### src/rtl/writeback_stage_if.sv
`default_nettype none
// ============================================================================
//  Module   : writeback_stage_if
//  Brief    : Memory-stage to write-back-stage bundle, covering the stage
//             inputs, stall/flush control and register file write port.
//  Revision : 1.0  initial release
// ============================================================================
interface writeback_stage_if #(
  parameter int CNT_W = 32
) ();
  // Instruction leaving the memory stage
  logic             mem_valid;
  logic             mem_regwrite;
  logic [4:0]       mem_wsel;
  logic [1:0]       mem_wbsrc;
  logic [31:0]      mem_aluout;
  logic [31:0]      mem_dload;
  logic [31:0]      mem_npc;
  logic [15:0]      mem_imm16;
  logic             mem_halt;
  // Pipeline control
  logic             wb_stall;
  logic             wb_flush;
  // Register file write port and status
  logic             WEN;
  logic [4:0]       wsel;
  logic [31:0]      wdat;
  logic             halt;
  logic [CNT_W-1:0] retired;

  // Upstream pipeline/controller side
  modport master (
    output mem_valid, mem_regwrite, mem_wsel, mem_wbsrc, mem_aluout,
           mem_dload, mem_npc, mem_imm16, mem_halt, wb_stall, wb_flush,
    input  WEN, wsel, wdat, halt, retired
  );

  // Write-back stage side
  modport slave (
    input  mem_valid, mem_regwrite, mem_wsel, mem_wbsrc, mem_aluout,
           mem_dload, mem_npc, mem_imm16, mem_halt, wb_stall, wb_flush,
    output WEN, wsel, wdat, halt, retired
  );
endinterface
`default_nettype wire

### src/rtl/writeback_stage.sv
`default_nettype none
// ============================================================================
//  Module   : writeback_stage
//  Brief    : MEM/WB pipeline register and write-back data selector. Drives
//             the register file write port, latches the sticky halt flag and
//             counts retired instructions.
//  Revision : 1.0  initial release
// ============================================================================
module writeback_stage #(
  parameter int CNT_W = 32
) (
  input  logic              CLK,
  input  logic              nRST,
  writeback_stage_if.slave  bus
);

  localparam logic [1:0] c_SRC_ALU  = 2'b00;
  localparam logic [1:0] c_SRC_LOAD = 2'b01;
  localparam logic [1:0] c_SRC_LINK = 2'b10;
  localparam logic [1:0] c_SRC_LUI  = 2'b11;

  // Stage register
  logic             r_valid;
  logic             r_regwrite;
  logic [4:0]       r_wsel;
  logic [1:0]       r_wbsrc;
  logic [31:0]      r_aluout;
  logic [31:0]      r_dload;
  logic [31:0]      r_npc;
  logic [15:0]      r_imm16;
  // Status
  logic             r_halted;
  logic [CNT_W-1:0] r_retired;

  // A capture happens only when the stage is neither halted, flushed nor stalled
  logic w_capture;
  logic [31:0] w_wdat;

  assign w_capture = ~r_halted & ~bus.wb_flush & ~bus.wb_stall;

  // Stage register: halt or flush insert a bubble, stall holds, otherwise load
  always_ff @(posedge CLK or negedge nRST) begin
    if (!nRST) begin
      r_valid    <= 1'b0;
      r_regwrite <= 1'b0;
      r_wsel     <= 5'd0;
      r_wbsrc    <= 2'd0;
      r_aluout   <= 32'd0;
      r_dload    <= 32'd0;
      r_npc      <= 32'd0;
      r_imm16    <= 16'd0;
    end else if (r_halted || bus.wb_flush) begin
      r_valid    <= 1'b0;
      r_regwrite <= 1'b0;
      r_wsel     <= 5'd0;
      r_wbsrc    <= 2'd0;
      r_aluout   <= 32'd0;
      r_dload    <= 32'd0;
      r_npc      <= 32'd0;
      r_imm16    <= 16'd0;
    end else if (!bus.wb_stall) begin
      r_valid    <= bus.mem_valid;
      r_regwrite <= bus.mem_regwrite;
      r_wsel     <= bus.mem_wsel;
      r_wbsrc    <= bus.mem_wbsrc;
      r_aluout   <= bus.mem_aluout;
      r_dload    <= bus.mem_dload;
      r_npc      <= bus.mem_npc;
      r_imm16    <= bus.mem_imm16;
    end
  end

  // Sticky halt: set when a real HALT is captured, cleared only by reset
  always_ff @(posedge CLK or negedge nRST) begin
    if (!nRST) begin
      r_halted <= 1'b0;
    end else if (w_capture && bus.mem_valid && bus.mem_halt) begin
      r_halted <= 1'b1;
    end
  end

  // Retired counter: one per captured real instruction, HALT included, wraps
  always_ff @(posedge CLK or negedge nRST) begin
    if (!nRST) begin
      r_retired <= '0;
    end else if (w_capture && bus.mem_valid) begin
      r_retired <= r_retired + 1'b1;
    end
  end

  // Write-back data select from the stage register
  always_comb begin
    w_wdat = r_aluout;
    case (r_wbsrc)
      c_SRC_ALU:  w_wdat = r_aluout;
      c_SRC_LOAD: w_wdat = r_dload;
      c_SRC_LINK: w_wdat = r_npc;
      c_SRC_LUI:  w_wdat = {r_imm16, 16'h0000};
      default:    w_wdat = r_aluout;
    endcase
  end

  // Register 0 is hardwired, so a write to it is never issued
  assign bus.WEN     = r_valid & r_regwrite & (r_wsel != 5'd0);
  assign bus.wsel    = r_wsel;
  assign bus.wdat    = w_wdat;
  assign bus.halt    = r_halted;
  assign bus.retired = r_retired;

endmodule
`default_nettype wire

### src/flat_wrapper.sv
// flat-port wrapper written by rule: the top's interface ports become plain ports
module writeback_stage_flat 
#(
  parameter int CNT_W = 32
)
  (CLK, nRST, bus_mem_valid, bus_mem_regwrite, bus_mem_wsel, bus_mem_wbsrc, bus_mem_aluout, bus_mem_dload, bus_mem_npc, bus_mem_imm16, bus_mem_halt, bus_wb_stall, bus_wb_flush, bus_WEN, bus_wsel, bus_wdat, bus_halt, bus_retired);
  writeback_stage_if #(.CNT_W(CNT_W)) bus_i ();
  input  logic CLK;
  input  logic nRST;
  input wire logic [$bits(bus_i.mem_valid)-1:0] bus_mem_valid;
  input wire logic [$bits(bus_i.mem_regwrite)-1:0] bus_mem_regwrite;
  input wire logic [$bits(bus_i.mem_wsel)-1:0] bus_mem_wsel;
  input wire logic [$bits(bus_i.mem_wbsrc)-1:0] bus_mem_wbsrc;
  input wire logic [$bits(bus_i.mem_aluout)-1:0] bus_mem_aluout;
  input wire logic [$bits(bus_i.mem_dload)-1:0] bus_mem_dload;
  input wire logic [$bits(bus_i.mem_npc)-1:0] bus_mem_npc;
  input wire logic [$bits(bus_i.mem_imm16)-1:0] bus_mem_imm16;
  input wire logic [$bits(bus_i.mem_halt)-1:0] bus_mem_halt;
  input wire logic [$bits(bus_i.wb_stall)-1:0] bus_wb_stall;
  input wire logic [$bits(bus_i.wb_flush)-1:0] bus_wb_flush;
  output wire logic [$bits(bus_i.WEN)-1:0] bus_WEN;
  output wire logic [$bits(bus_i.wsel)-1:0] bus_wsel;
  output wire logic [$bits(bus_i.wdat)-1:0] bus_wdat;
  output wire logic [$bits(bus_i.halt)-1:0] bus_halt;
  output wire logic [$bits(bus_i.retired)-1:0] bus_retired;
  assign bus_i.mem_valid = bus_mem_valid;
  assign bus_i.mem_regwrite = bus_mem_regwrite;
  assign bus_i.mem_wsel = bus_mem_wsel;
  assign bus_i.mem_wbsrc = bus_mem_wbsrc;
  assign bus_i.mem_aluout = bus_mem_aluout;
  assign bus_i.mem_dload = bus_mem_dload;
  assign bus_i.mem_npc = bus_mem_npc;
  assign bus_i.mem_imm16 = bus_mem_imm16;
  assign bus_i.mem_halt = bus_mem_halt;
  assign bus_i.wb_stall = bus_wb_stall;
  assign bus_i.wb_flush = bus_wb_flush;
  assign bus_WEN = bus_i.WEN;
  assign bus_wsel = bus_i.wsel;
  assign bus_wdat = bus_i.wdat;
  assign bus_halt = bus_i.halt;
  assign bus_retired = bus_i.retired;
  writeback_stage #(.CNT_W(CNT_W)) u_core (.CLK(CLK), .nRST(nRST), .bus(bus_i));
endmodule
### config.mk
export PLATFORM = sky130hd
export DESIGN_NAME = writeback_stage_flat
export DESIGN_NICKNAME = d
export VERILOG_FILES = /design/src/rtl/writeback_stage_if.sv /design/src/rtl/writeback_stage.sv /design/src/flat_wrapper.sv
export SDC_FILE = /design/constraint.sdc
export NUM_CORES = 1
export LEC_CHECK = 0
export BUFFER_PORTS_ARGS = -buffer_cell sky130_fd_sc_hd__clkbuf_2
export CORE_ASPECT_RATIO = 2
export CORE_MARGIN = 2
export CORE_UTILIZATION = 45
export CTS_CLUSTER_DIAMETER = 120
export DETAILED_ROUTE_END_ITERATION = 6
export MAX_ROUTING_LAYER = met4
export PLACE_DENSITY = 0.72
export SYNTH_ARGS = -nofsm -noshare
export SYNTH_HDL_FRONTEND = slang
export SYNTH_SLANG_ARGS = --single-unit
### constraint.sdc
create_clock -name CLK -period 2.05 [get_ports CLK]
set_input_delay 0.41 -clock CLK [delete_from_list [all_inputs] [get_ports CLK]]
set_output_delay 0.41 -clock CLK [all_outputs]
set_load 0.01 [all_outputs]
==> qor.txt <==
Gate power share = 11.7%
core area = 0.0140 mm^2
drt pass-1 iters = 4
setup_tns = -0.354 ns
fmax = 476 MHz
Routed WL = 17000 um
initial core utilization = 46.1%
hold wc startpoint = bus_mem_halt
Synth Cell Area = 0.00644 mm^2
Reg2Reg Capture Point = u_core.bus.retired[9]$_DFFE_PN0P_
max-cap viol count = 0
Final period util = 102%
post-synthesis cell count = 484
Layout area overhead = 30.0%
DRT antenna net count = 0
routing usage on met1 = 26.5%
Nets = 811
Tot GR Track Use = 23.5%
Synth Register Bits = 154
area share of the largest cell type after synthesis = 59.8%
Ys Warns = 0
failing checks = negative setup slack
met2 GRT Util = 39.2%
CTS Buf Count = 17
Clk pin slew, worst setup/hold paths = 0.06 ns
estimated wirelength of the detail-placed design = 11700 um
Crit. End Element = output pin
Die H = 173 um
DRC = 0
Final setup violation count = 13
min Tclk post-route = 2.10 ns
critical path's top delay family = multiplexers
WL per Instance = 19.1 um
clock skew = 0.0134 ns
via count = 4949
total die area = 0.0153 mm^2
CP required = 1.64 ns
GRT met3 Usage = 4.68%
critical path, cell by cell = buf_12, mux4_2, clkbuf_2
unrepaired setup endpoints after global routing = true
crit-path max FO = 12
io pins = 197
slowest stage delay, CP = 0.53 ns
vias per std cell = 5.58
fillers = 1121
CP Buf/Inv Count = 2
status = complete, but fails checks
cell-internal power = 5.28 mW
Slew HR = 62.4%
Chip Width = 88.6 um
Synth area leader = dfrtp_1
Worst Setup Path Type = register to output pin
clock latency on the worst-skew pair = 0.41 ns
setup slack after layout = -0.0487 ns
Post-Syn Nets = 611
first-pass GRT wire length = 27100 um
GP Congestion = 0.831
Hold Path Depth = 2
global route overflow = 0
post-synthesis sequential area ratio = 59.8%
global route hottest layer = met2
R2R cell count = 4
Worst Hold Class = primary input to register
net load switching power = 1.90 mW
final hold viol count = 0
DR iter-0 viols = 329
pwr dens = 857 mW/mm^2
CP max-delay cell = mux4_2
Power Total = 7.18 mW
Final Util = 60.0%
vias in the first global route = 5367
r2r setup slk = 0.21 ns
CTS tree = built
syn_area_per_cell = 13.3 um^2
share of cells above drive strength 1 = 39.6%
top cells by area, synth = dfrtp_1 60%, a22o_1 16%, mux4_2 5.6%
Max VDD drop = 0.560 mV
number of I/O port buffers = 196
Clock Sink Count = 154
post-synth cell types = 29
R2R Path Start = u_core.bus.halt$_DFFE_PN0P_
Slew @ Worst Pin = 0.564 ns
root buf cell = clkbuf_16
Final Max Tran Viols = 0
H-tree lvl count = 4
largest net degree at the start of global routing = 122
sw frac = 26.5%
critical path launch point type = register
initial antenna violation count = 1
sink of the worst hold path = u_core.bus.halt$_DFFE_PN0P_
Seq pwr share = 46.6%
Rows = 61
Lkg Pwr = 4.23 nW
Clk network pwr share = 41.7%
CP Data Arrival Time = 1.69 ns
clock tree buffer depth = 2
-- sequential cells by signal, indices dropped and copies added (netlist names) --
register            flops
u_core.r_regwrite       1
u_core.bus.retired     32
u_core.r_wbsrc          2
u_core.r_imm16         16
u_core.r_dload         32
u_core.r_valid          1
u_core.bus.halt         1
u_core.r_aluout        32
u_core.r_npc           32
u_core.bus.wsel         5
-- kinds of logic (layout without fill, tap and decap cells) --
logic type / after synthesis / count (layout) / synth area share [%]
AOI/OAI and AO/OA: 138 / 138 / 17.8
xor gates and xnor gates: 31 / 31 / 4.22
adders and majority gates: 1 / 1 / 0.194
buffers and inverters: 42 / 255 / 2.51
DFF: 154 / 154 / 59.8
muxes: 32 / 32 / 8.08
other: 0 / 1 / 0
and+or+nand+nor: 86 / 86 / 7.34
-- worst max-delay path by stage --
stage / start / cells after the start / endpoint / slack (ns)
global route: u_core.r_wbsrc[0]$_DFFE_PN0P_ / 3 / bus_wdat[29] / -0.12
floorplan: u_core.r_wbsrc[0]$_DFFE_PN0P_ / 3 / bus_wdat[16] / 0.16
global placement: bus_wb_flush / 5 / u_core.bus.retired[9]$_DFFE_PN0P_ / 0.11
detailed placement: bus_wb_flush / 5 / u_core.bus.retired[9]$_DFFE_PN0P_ / 0.07
CTS: u_core.r_wbsrc[0]$_DFFE_PN0P_ / 3 / bus_wdat[29] / -0.09
finish: u_core.r_wbsrc[0]$_DFFE_PN0P_ / 3 / bus_wdat[17] / -0.05
-- worst reg2reg max path, cell delays in order, from the launching register on --
cell and delay (ns):
dfrtp_1 0.38, or4b_1 0.58, nor3_4 0.42, and3_1 0.23, xor2_1 0.16
-- area by class of cell --
class | count | area [um^2] | share of cell area (%)
Sequential cell | 154 | 3860 | 46.0
Timing Repair Buffer | 221 | 1260 | 15.0
Tap cell | 189 | 236 | 2.82
Multi-Input combinational cell | 288 | 2440 | 29.2
Inverter | 2 | 7.51 | 0.0896
Clock buffer | 20 | 467 | 5.57
Clock inverter | 12 | 106 | 1.27
Antenna cell | 1 | 2.50 | 0.0299
-- per-layer routing --
| metal | up-vias | share of wire (%) | routed length, um |
|---|---|---|---|
| li1 | 2239 | - | - |
| met1 | 2474 | 37 | 6300 |
| met5 | - | 0 | 0 |
| met3 | 43 | 4.5 | 759 |
| met2 | 193 | 54 | 9240 |
| met4 | 0 | 4.0 | 672 |
-- power groups by stage --
stage	combinational [mW]	clock, mW	sequential [mW]
6_report	0.836	3.00	3.34
5_1_grt	0.923	3.20	3.36
4_1_cts	0.841	3.06	3.34
3_5_place_dp	0.817	0	3.40
3_3_place_gp	0.793	0	3.38
2_1_floorplan	0.394	0	3.38
-- placed cells by master, fill, tap and decap left out, types with 4 or more instances in the layout --
cell / n
and3_1: 9
clkbuf_16: 17
dfrtp_1: 152
nand4_1: 12
mux4_2: 16
and4_1: 4
mux2i_1: 16
nor2_1: 5
o21ai_0: 13
clkinv_4: 4
a22o_1: 120
nand3_1: 8
nand2_1: 32
xnor2_1: 21
xor2_1: 10
buf_4: 17
buf_12: 6
clkbuf_2: 195
-- Yosys cell counts --
cell and number:
a21o_1 1, a22o_1 120, and3_1 9, and4_1 4, buf_1 3, buf_2 3, clkbuf_1 34, dfrtp_1 154
ha_1 1, inv_1 2, mux2i_1 16, mux4_2 16, nand2_1 32, nand3_1 8, nand4_1 12, nand4b_1 3
nor2_1 5, nor2b_1 1, nor3_1 3, nor3_4 1, nor3b_1 1, nor4_1 3, nor4b_2 1, o21ai_0 16
o311a_1 1, or3_1 2, or4b_1 1, xnor2_1 21, xor2_1 10
-- metrics by stage --
| step | instances | cell area [um^2] | hold slack (ns) | setup WS, ns |
|---|---|---|---|---|
| final | 887 | 8380 | 0.205 | -0.0487 |
| after global routing | 887 | 8380 | 0.199 | -0.122 |
| after CTS | 884 | 8350 | 0.187 | -0.0907 |
| after detailed placement | 845 | 7720 | 0.371 | 0.0745 |
| after global placement | 845 | 7720 | 0.361 | 0.113 |
| after floorplan | 484 | 6440 | 0.114 | 0.156 |
-- timing repair --
action                                 CTS  global route
hold buffers                             1             0
setup endpoints to repair               33            26
gates cloned                             0             1
endpoints found under the hold margin   42             0
setup buffers                            6             1
gates resized for setup                  3             5
No activity file was read; power rests on OpenSTA's default activity.
